--- config.mk ---
export PLATFORM = sky130hd
export DESIGN_NAME = count_sequencer
export DESIGN_NICKNAME = d
export VERILOG_FILES = /design/src/rtl/count_sequencer.sv
export SDC_FILE = /design/constraint.sdc
export NUM_CORES = 1
export LEC_CHECK = 0
export BUFFER_PORTS_ARGS = -buffer_cell sky130_fd_sc_hd__buf_2
export CORE_MARGIN = 8
export CORE_UTILIZATION = 30
export CTS_CLUSTER_DIAMETER = 100
export DETAILED_ROUTE_END_ITERATION = 12
export GPL_ROUTABILITY_DRIVEN = 0
export PLACE_DENSITY = 0.51
export SLEW_MARGIN = 20
export SYNTH_ARGS = -nofsm -noshare
export SYNTH_HDL_FRONTEND = slang
export SYNTH_SLANG_ARGS = --single-unit
--- constraint.sdc ---
create_clock -name clk -period 2.4 [get_ports clk]
set_input_delay 0.72 -clock clk [delete_from_list [all_inputs] [get_ports clk]]
set_output_delay 0.72 -clock clk [all_outputs]
set_load 0.005 [all_outputs]
--- src/rtl/count_sequencer.sv ---
// Step/load sequencer for an external up/down counter: arbitrates load, manual
// pulses and a prescaled auto tick, and applies bound blocking or wrap-around.
module count_sequencer #(
    parameter int BITS     = 8,
    parameter int TICK_DIV = 50_000_000
) (
    input  logic            clk,
    input  logic            reset_n,
    input  logic            load,
    input  logic            up_p,
    input  logic            down_p,
    input  logic            run,
    input  logic            dir,
    input  logic            wrap,
    input  logic [BITS-1:0] limit,
    input  logic [BITS-1:0] sw_d,
    input  logic [BITS-1:0] count,
    output logic            cnt_en,
    output logic            cnt_up,
    output logic            cnt_load,
    output logic [BITS-1:0] cnt_d,
    output logic [1:0]      state,
    output logic            at_limit
);
    localparam int PW = (TICK_DIV > 2) ? $clog2(TICK_DIV) : 1;
    localparam logic [PW-1:0] TICK_LAST = PW'(TICK_DIV - 1);

    typedef enum logic [1:0] {
        IDLE = 2'b00,
        RUN  = 2'b01,
        HALT = 2'b10,
        LOAD = 2'b11
    } state_t;

    state_t        st;
    logic [PW-1:0] pre;

    logic up_blk, dn_blk, manual, tick, req, req_up, blk, dir_blk;

    always_comb begin
        up_blk  = count >= limit;
        dn_blk  = count == '0;
        manual  = up_p | down_p;
        tick    = (st == RUN) && run && (pre == TICK_LAST);
        // any manual pulse, even an illegal double press, swallows the tick
        req     = (up_p ^ down_p) || (!manual && tick);
        req_up  = manual ? up_p : dir;
        blk     = req_up ? up_blk : dn_blk;
        dir_blk = dir ? up_blk : dn_blk;
    end

    always_ff @(posedge clk or negedge reset_n) begin
        if (!reset_n) begin
            st       <= IDLE;
            pre      <= '0;
            cnt_en   <= 1'b0;
            cnt_up   <= 1'b0;
            cnt_load <= 1'b0;
            cnt_d    <= '0;
            at_limit <= 1'b0;
        end else begin
            cnt_en   <= 1'b0;
            cnt_up   <= 1'b0;
            cnt_load <= 1'b0;
            cnt_d    <= '0;
            at_limit <= up_blk | dn_blk;
            pre      <= '0;
            if (load) begin
                st       <= LOAD;
                cnt_en   <= 1'b1;
                cnt_load <= 1'b1;
                cnt_d    <= sw_d;
            end else if (st == LOAD) begin
                st <= run ? RUN : IDLE;
            end else begin
                if (req) begin
                    if (!blk) begin
                        cnt_en <= 1'b1;
                        cnt_up <= req_up;
                    end else if (wrap) begin
                        cnt_en   <= 1'b1;
                        cnt_load <= 1'b1;
                        cnt_d    <= req_up ? '0 : limit;
                    end
                end
                case (st)
                    IDLE: if (run) st <= RUN;
                    RUN: begin
                        if (!run)
                            st <= IDLE;
                        else if (tick && !manual && blk && !wrap)
                            st <= HALT;
                        else
                            pre <= tick ? '0 : pre + 1'b1;
                    end
                    HALT: begin
                        if (!run)
                            st <= IDLE;
                        else if (!dir_blk || wrap)
                            st <= RUN;
                    end
                    default: st <= IDLE;
                endcase
            end
        end
    end

    assign state = st;
endmodule

==> results of run 1 <==
[Yosys cell counts (all sizes together), types with 2 or more instances]
cell | number | area [um^2]
xnor2 | 4 | 35.03
nand2b | 2 | 12.51
inv | 17 | 63.81
nand3 | 18 | 90.09
a31o | 2 | 17.52
dfrtp | 40 | 1001
or4 | 2 | 18.77
clkbuf | 4 | 15.01
o211ai | 4 | 30.03
o21ai | 2 | 10.01
a2bb2oi | 2 | 23.77
nor2 | 30 | 112.6
nand2 | 10 | 37.54
and3 | 7 | 43.79
nor4 | 6 | 52.55
nand4 | 7 | 50.05
buf | 4 | 22.52
a32o | 8 | 80.08
a21o | 2 | 15.01
and4 | 3 | 26.28
xor2 | 20 | 175.2
nor3 | 4 | 20.02
nor4bb | 3 | 30.03
ha | 10 | 125.1
[state kept, by name, indices dropped and copies added, names as in the netlist]
register / count
state: 2
cnt_d: 8
cnt_load: 1
cnt_up: 1
pre: 26
cnt_en: 1
at_limit: 1
[metrics by stage]
step,util (%),cells,hold WS [ns],setup WS [ns]
3_3_place_gp,35.96,363,0.4933,0.03424
6_report,37.74,371,0.4035,0.3146
2_1_floorplan,-,218,0.4244,0.1859
5_1_grt,37.74,371,0.4392,0.1906
3_5_place_dp,35.96,363,0.4939,0.008627
4_1_cts,37.74,371,0.4194,0.3129
[logic make-up (layout without fill, tap and decap cells)]
group / after synthesis / after routing / share of synthesized area (%)
compound gates: 23 / 23 / 9.091
xor+xnor: 24 / 24 / 9.728
fa+ha+maj: 10 / 10 / 5.790
buf+inv: 25 / 79 / 4.690
flops: 40 / 40 / 46.32
mux: 1 / 1 / 0.4632
simple gates: 95 / 95 / 23.92
[worst max-delay path, cell delays in order]
cell	delay [ns]
sky130_fd_sc_hd__buf_2	0.11
sky130_fd_sc_hd__inv_1	0.05
sky130_fd_sc_hd__ha_1	0.16
sky130_fd_sc_hd__inv_1	0.04
sky130_fd_sc_hd__or4_4	0.51
sky130_fd_sc_hd__nor4_4	0.20
sky130_fd_sc_hd__a2bb2oi_2	0.21
sky130_fd_sc_hd__buf_12	0.15
sky130_fd_sc_hd__a32o_1	0.17
[how the worst min path moves through the flow]
stage / end / slack (ns) / cells past startpoint
after floorplan: at_limit / 0.42 / 0
after global placement: pre[0] / 0.49 / 1
after detailed placement: pre[0] / 0.49 / 1
after CTS: pre[3] / 0.42 / 1
after global routing: pre[3] / 0.44 / 1
final: pre[3] / 0.40 / 1
[per-layer routing]
| layer | vias up | GRT usage, % |
|---|---|---|
| met5 | - | 0 |
| met4 | 0 | 4.535 |
| met3 | 5 | 3.867 |
| met2 | 38 | 17.47 |
| met1 | 791 | 13.33 |
| li1 | 880 | - |
[power by group through the flow]
stage	combinational (mW)	clock [mW]	sequential, mW
3_5_place_dp	0.155	0	0.707
4_1_cts	0.156	0.627	0.695
2_1_floorplan	0.0630	0	0.710
5_1_grt	0.174	0.659	0.697
3_3_place_gp	0.155	0	0.709
6_report	0.152	0.608	0.694
[cell type report]
type | instances | area [um^2]
clock buffers | 7 | 96.34
flip-flops and latches | 40 | 1001
well taps | 99 | 123.9
repair buffers | 54 | 305.3
inverters | 17 | 63.81
fillers | 737 | 4419
clock inverters | 1 | 30.03
multi-input cells | 153 | 1059
==> impl_metrics.tcl, run 1 <==
set metrics [dict create \
    result_of_the_run "complete, no violations" \
    vias 1714 \
    dieArea_um2 10170 \
    ys_types 36 \
    die_h_um 100.9 \
    swShare_pct 22.47 \
    hold_viol_final 0 \
    detailedPlacementHpwl_um 3801 \
    power.density_cell_area_nw_per_um2 542.8 \
    start_kind "primary input" \
    yosysWarnings 0 \
    drcViolationCount 0 \
    arrival_ns 2.32 \
    final_common_cell "sky130_fd_sc_hd__buf_2" \
    worst_skew_pair.late_latency_ns 0.29 \
    ctsHtreeMaxLevel 2 \
    clk_pin_slew_ns 0.08 \
    port_buffers 45 \
    post-route-min-period_ns 2.085 \
    final_cell_area_um2 2679 \
    ir_worst_vdd_mv 0.2054 \
    timing.hold.worst.class "in -> async" \
    vias_per_cell 4.620 \
    clock_path_buffers 2 \
    count_of_routing_violations_after_the_opening_detailed_route_iteration 82 \
    routed-wl-met2_um 2214 \
    timing.reg2reg.setup_slack_ns 0.49 \
    post-cts-setup-buffers 0 \
    start_util_pct 30.44 \
    synth_fp_nets 260 \
    antenna_cells 0 \
    share_of_synthesized_registers_carrying_an_async_set_or_reset_pct 100.0 \
    m1WireLength_um 2457 \
    hold_bufs_at_cts 0 \
    detailedRoute.firstPassIterationCount 3 \
    grt_pass1_wl_um 8866 \
    cts_resized 0 \
    rsz0062_at_grt "no" \
    syn-instance-count 218 \
    cellInternalPower_mw 1.127 \
    row_count 31 \
    area_after_dpl_um2 2552 \
    cts_tree "yes" \
    finalSetupViolations 0 \
    crit-reg2reg-capture "cnt_d[7]" \
    mappedNetlistArea_um2 2161 \
    fin_tns_setup_ns 0 \
    setup_crit_end_kind "flip-flop" \
    io_pins 46 \
    tightestPinTransition_ns 0.5388 \
    post_route_cells_drive_above_1_share_pct 24.26 \
    cp-startpoint "up_p" \
    tritoncts.num_buffers 5 \
    max_freq_mhz 479.5 \
    drv_slew 0 \
    synthesis.area_per_instance_um2 9.912 \
    wl_per_cell_um 13.51 \
    leakagePower_nw 1.246 \
    largest_net_degree_at_the_start_of_global_routing 25 \
    synth_edf_count 0 \
    dr.max_layer_used "met4" \
    dr_wl_met3_um 275 \
    ys_seq_area_share_pct 46.32 \
    clock-root-buffer "sky130_fd_sc_hd__clkbuf_8" \
    dieWidth_um 100.9 \
    timing.rr.start "pre[17]" \
    gr-total-overflow 0 \
    worst-setup-path-type "in -> reg" \
    total_power_mw 1.454 \
    seqPwrFrac_pct 47.8 \
    pwr-share-clk_pct 41.8 \
    grt_util_all_layers_pct 11.06 \
    numClockSinks 40 \
    crit_fanout 11 \
    timing.final.crit_share_pct 86.89 \
    antenna_found_initial 0 \
    max_slew_margin_pct 64.08 \
    combinational_share_of_power_pct 10.4 \
    maxCapViolations 0 \
    core_region_area_um2 7098 \
    ys_dominant_reg_cell "sky130_fd_sc_hd__dfrtp_1" \
    final_net_count 313 \
    first_global_vias 1909 \
    finClkSkew_ns 0.005513 \
    final_antenna_net_count 0 \
    area_growth_pct 23.97 \
    rr_worst_depth 6 \
    synth-seq-cells 40 \
    critical_path_required_ns 2.63 \
    final_cell_mix "45 x sky130_fd_sc_hd__buf_2, 40 x sky130_fd_sc_hd__dfrtp_1, 30 x sky130_fd_sc_hd__nor2_1" \
    drt-total-wl_um 5012 \
    power.switching_uw 326.7 \
    critical_path.endpoint "cnt_d[7]" \
]
No activity file was read; power rests on OpenSTA's default activity.
==> run 2: changes to the inputs <==
--- a/config.mk
+++ b/config.mk
@@ -7,11 +7,11 @@
 export LEC_CHECK = 0
 export BUFFER_PORTS_ARGS = -buffer_cell sky130_fd_sc_hd__buf_2
 export CORE_MARGIN = 8
-export CORE_UTILIZATION = 30
+export CORE_UTILIZATION = 54
 export CTS_CLUSTER_DIAMETER = 100
 export DETAILED_ROUTE_END_ITERATION = 12
 export GPL_ROUTABILITY_DRIVEN = 0
-export PLACE_DENSITY = 0.51
+export PLACE_DENSITY = 0.81
 export SLEW_MARGIN = 20
 export SYNTH_ARGS = -nofsm -noshare
 export SYNTH_HDL_FRONTEND = slang
==> impl_metrics.tcl, run 2 (synthesis gave the netlist of run 1 again) <==
set metrics [dict create \
    drv_slew 0 \
    largest_register "pre" \
    ir_worst_vdd_mv 0.3675 \
    gr-total-overflow 0 \
    m1WireLength_um 2019 \
    vias 1765 \
    start_util_pct 55.21 \
    power.switching_uw 304.0 \
    post_route_cells_drive_above_1_share_pct 24.54 \
    largest_net_degree_at_the_start_of_global_routing 41 \
    worst-setup-path-type "in -> reg" \
    finClkSkew_ns 0.003797 \
    timing.final.crit_share_pct 85.85 \
    clock-root-buffer "sky130_fd_sc_hd__clkbuf_8" \
    row_count 23 \
    timing.rr.start "pre[21]" \
    power.density_cell_area_nw_per_um2 499.9 \
    result_of_the_run "complete, no violations" \
    port_buffers 45 \
    setup_crit_end_kind "flip-flop" \
    io_pins 46 \
    ctsHtreeMaxLevel 2 \
    antenna_cells 0 \
    dr.max_layer_used "met4" \
    maxCapViolations 0 \
    fin_tns_setup_ns 0 \
    area_growth_pct 19.92 \
    critical_path_required_ns 2.62 \
    layout.core_utilization_pct 66.21 \
    vias_per_cell 5.464 \
    drt-total-wl_um 4593 \
    final_net_count 314 \
    tritoncts.num_buffers 5 \
    pwr-share-clk_pct 34.7 \
    arrival_ns 2.28 \
    dr_wl_met3_um 291 \
    grt_pass1_wl_um 8031 \
    numClockSinks 40 \
    count_of_routing_violations_after_the_opening_detailed_route_iteration 56 \
    detailedPlacementHpwl_um 3572 \
    dieWidth_um 79.26 \
    hold_viol_final 0 \
    antenna_found_initial 0 \
    largest_register_ff_count 26 \
    max_slew_margin_pct 65.99 \
    routed-wl-met2_um 2243 \
    cts_resized 0 \
    clock_path_buffers 2 \
    cellInternalPower_uw 991.2 \
    core_region_area_um2 3914 \
    final_common_cell "sky130_fd_sc_hd__buf_2" \
    slowest_stage "sky130_fd_sc_hd__or4_4" \
    dieArea_um2 6281 \
    cts_tree "yes" \
    rsz0062_at_grt "no" \
    post-route-min-period_ns 2.061 \
    detailedRoute.firstPassIterationCount 4 \
    timing.hold.worst.class "in -> async" \
    clk_pin_slew_ns 0.07 \
    first_global_vias 1906 \
    worst_skew_pair.late_latency_ns 0.29 \
    worst_path_most_repeated_cell "sky130_fd_sc_hd__inv_1" \
    cp_slowest_stage_delay_ns 0.52 \
    leakagePower_nw 1.237 \
    crit_fanout 11 \
    finalSetupViolations 0 \
    combinational_share_of_power_pct 11.7 \
    seqPwrFrac_pct 53.6 \
    critical_path.n_buffers_inverters 4 \
    cp_cell_sequence "buf_2, inv_1, ha_1, inv_1, or4_4, nor4_4, a2bb2oi_2, buf_12, a32o_1" \
    start_kind "primary input" \
    holdWs_ns 0.4773 \
    wl_per_cell_um 14.22 \
    post-cts-setup-buffers 0 \
    drcViolationCount 0 \
    final_cell_mix "45 x sky130_fd_sc_hd__buf_2, 40 x sky130_fd_sc_hd__dfrtp_1, 30 x sky130_fd_sc_hd__nor2_1" \
    die_h_um 79.26 \
    final_antenna_net_count 0 \
    cpLargestDelayFamily "simple AND/OR/NAND/NOR gates" \
    swShare_pct 23.47 \
    cp-startpoint "up_p" \
    tightestPinTransition_ns 0.5062 \
    hold_bufs_at_cts 0 \
    max_freq_mhz 485.3 \
    grt_util_all_layers_pct 15.75 \
]
run 2: worst paths after layout:
path	end	slack (ns)	cells after the start
min in group clk	pre[0]	0.50	1
max	cnt_d[0]	0.34	9
min reg2reg	pre[0]	0.50	1
max reg2reg	cnt_d[0]	0.49	6
max in group asynchronous	pre[0]	1.58	2
min	pre[10]	0.48	2
run 2: layer usage:
| metal | vias up | track usage [%] |
|---|---|---|
| met1 | 842 | 17.70 |
| met2 | 43 | 27.36 |
| li1 | 876 | - |
| met5 | - | 0 |
| met3 | 4 | 6.095 |
| met4 | 0 | 3.704 |
run 2: power by group through the flow:
stage               sequential (mW)  combinational (mW)  clock (mW)
CTS                           0.694               0.154       0.463
global placement              0.707               0.150           0
floorplan                     0.710              0.0630           0
global route                  0.696               0.173       0.495
detailed placement            0.707               0.154           0
finish                        0.694               0.151       0.450
run 2: cell type report:
type,count,area [um^2]
Multi-Input combinational cell,153,1059
Inverter,17,63.81
Fill cell,339,1323
Clock inverter,2,10.01
Clock buffer,6,82.58
Tap cell,50,62.56
Sequential cell,40,1001
Timing Repair Buffer,55,312.8
run 2: metrics by stage:
stage          setup WS (ns)  instance area (um^2)  instances  power, mW
2_1_floorplan         0.1859                  2161        218     0.7726
6_report              0.3395                  2591        323      1.295
3_3_place_gp         0.05687                  2499        315     0.8570
4_1_cts               0.3347                  2591        323      1.311
3_5_place_dp         0.03513                  2499        315     0.8612
5_1_grt               0.2063                  2591        323      1.364
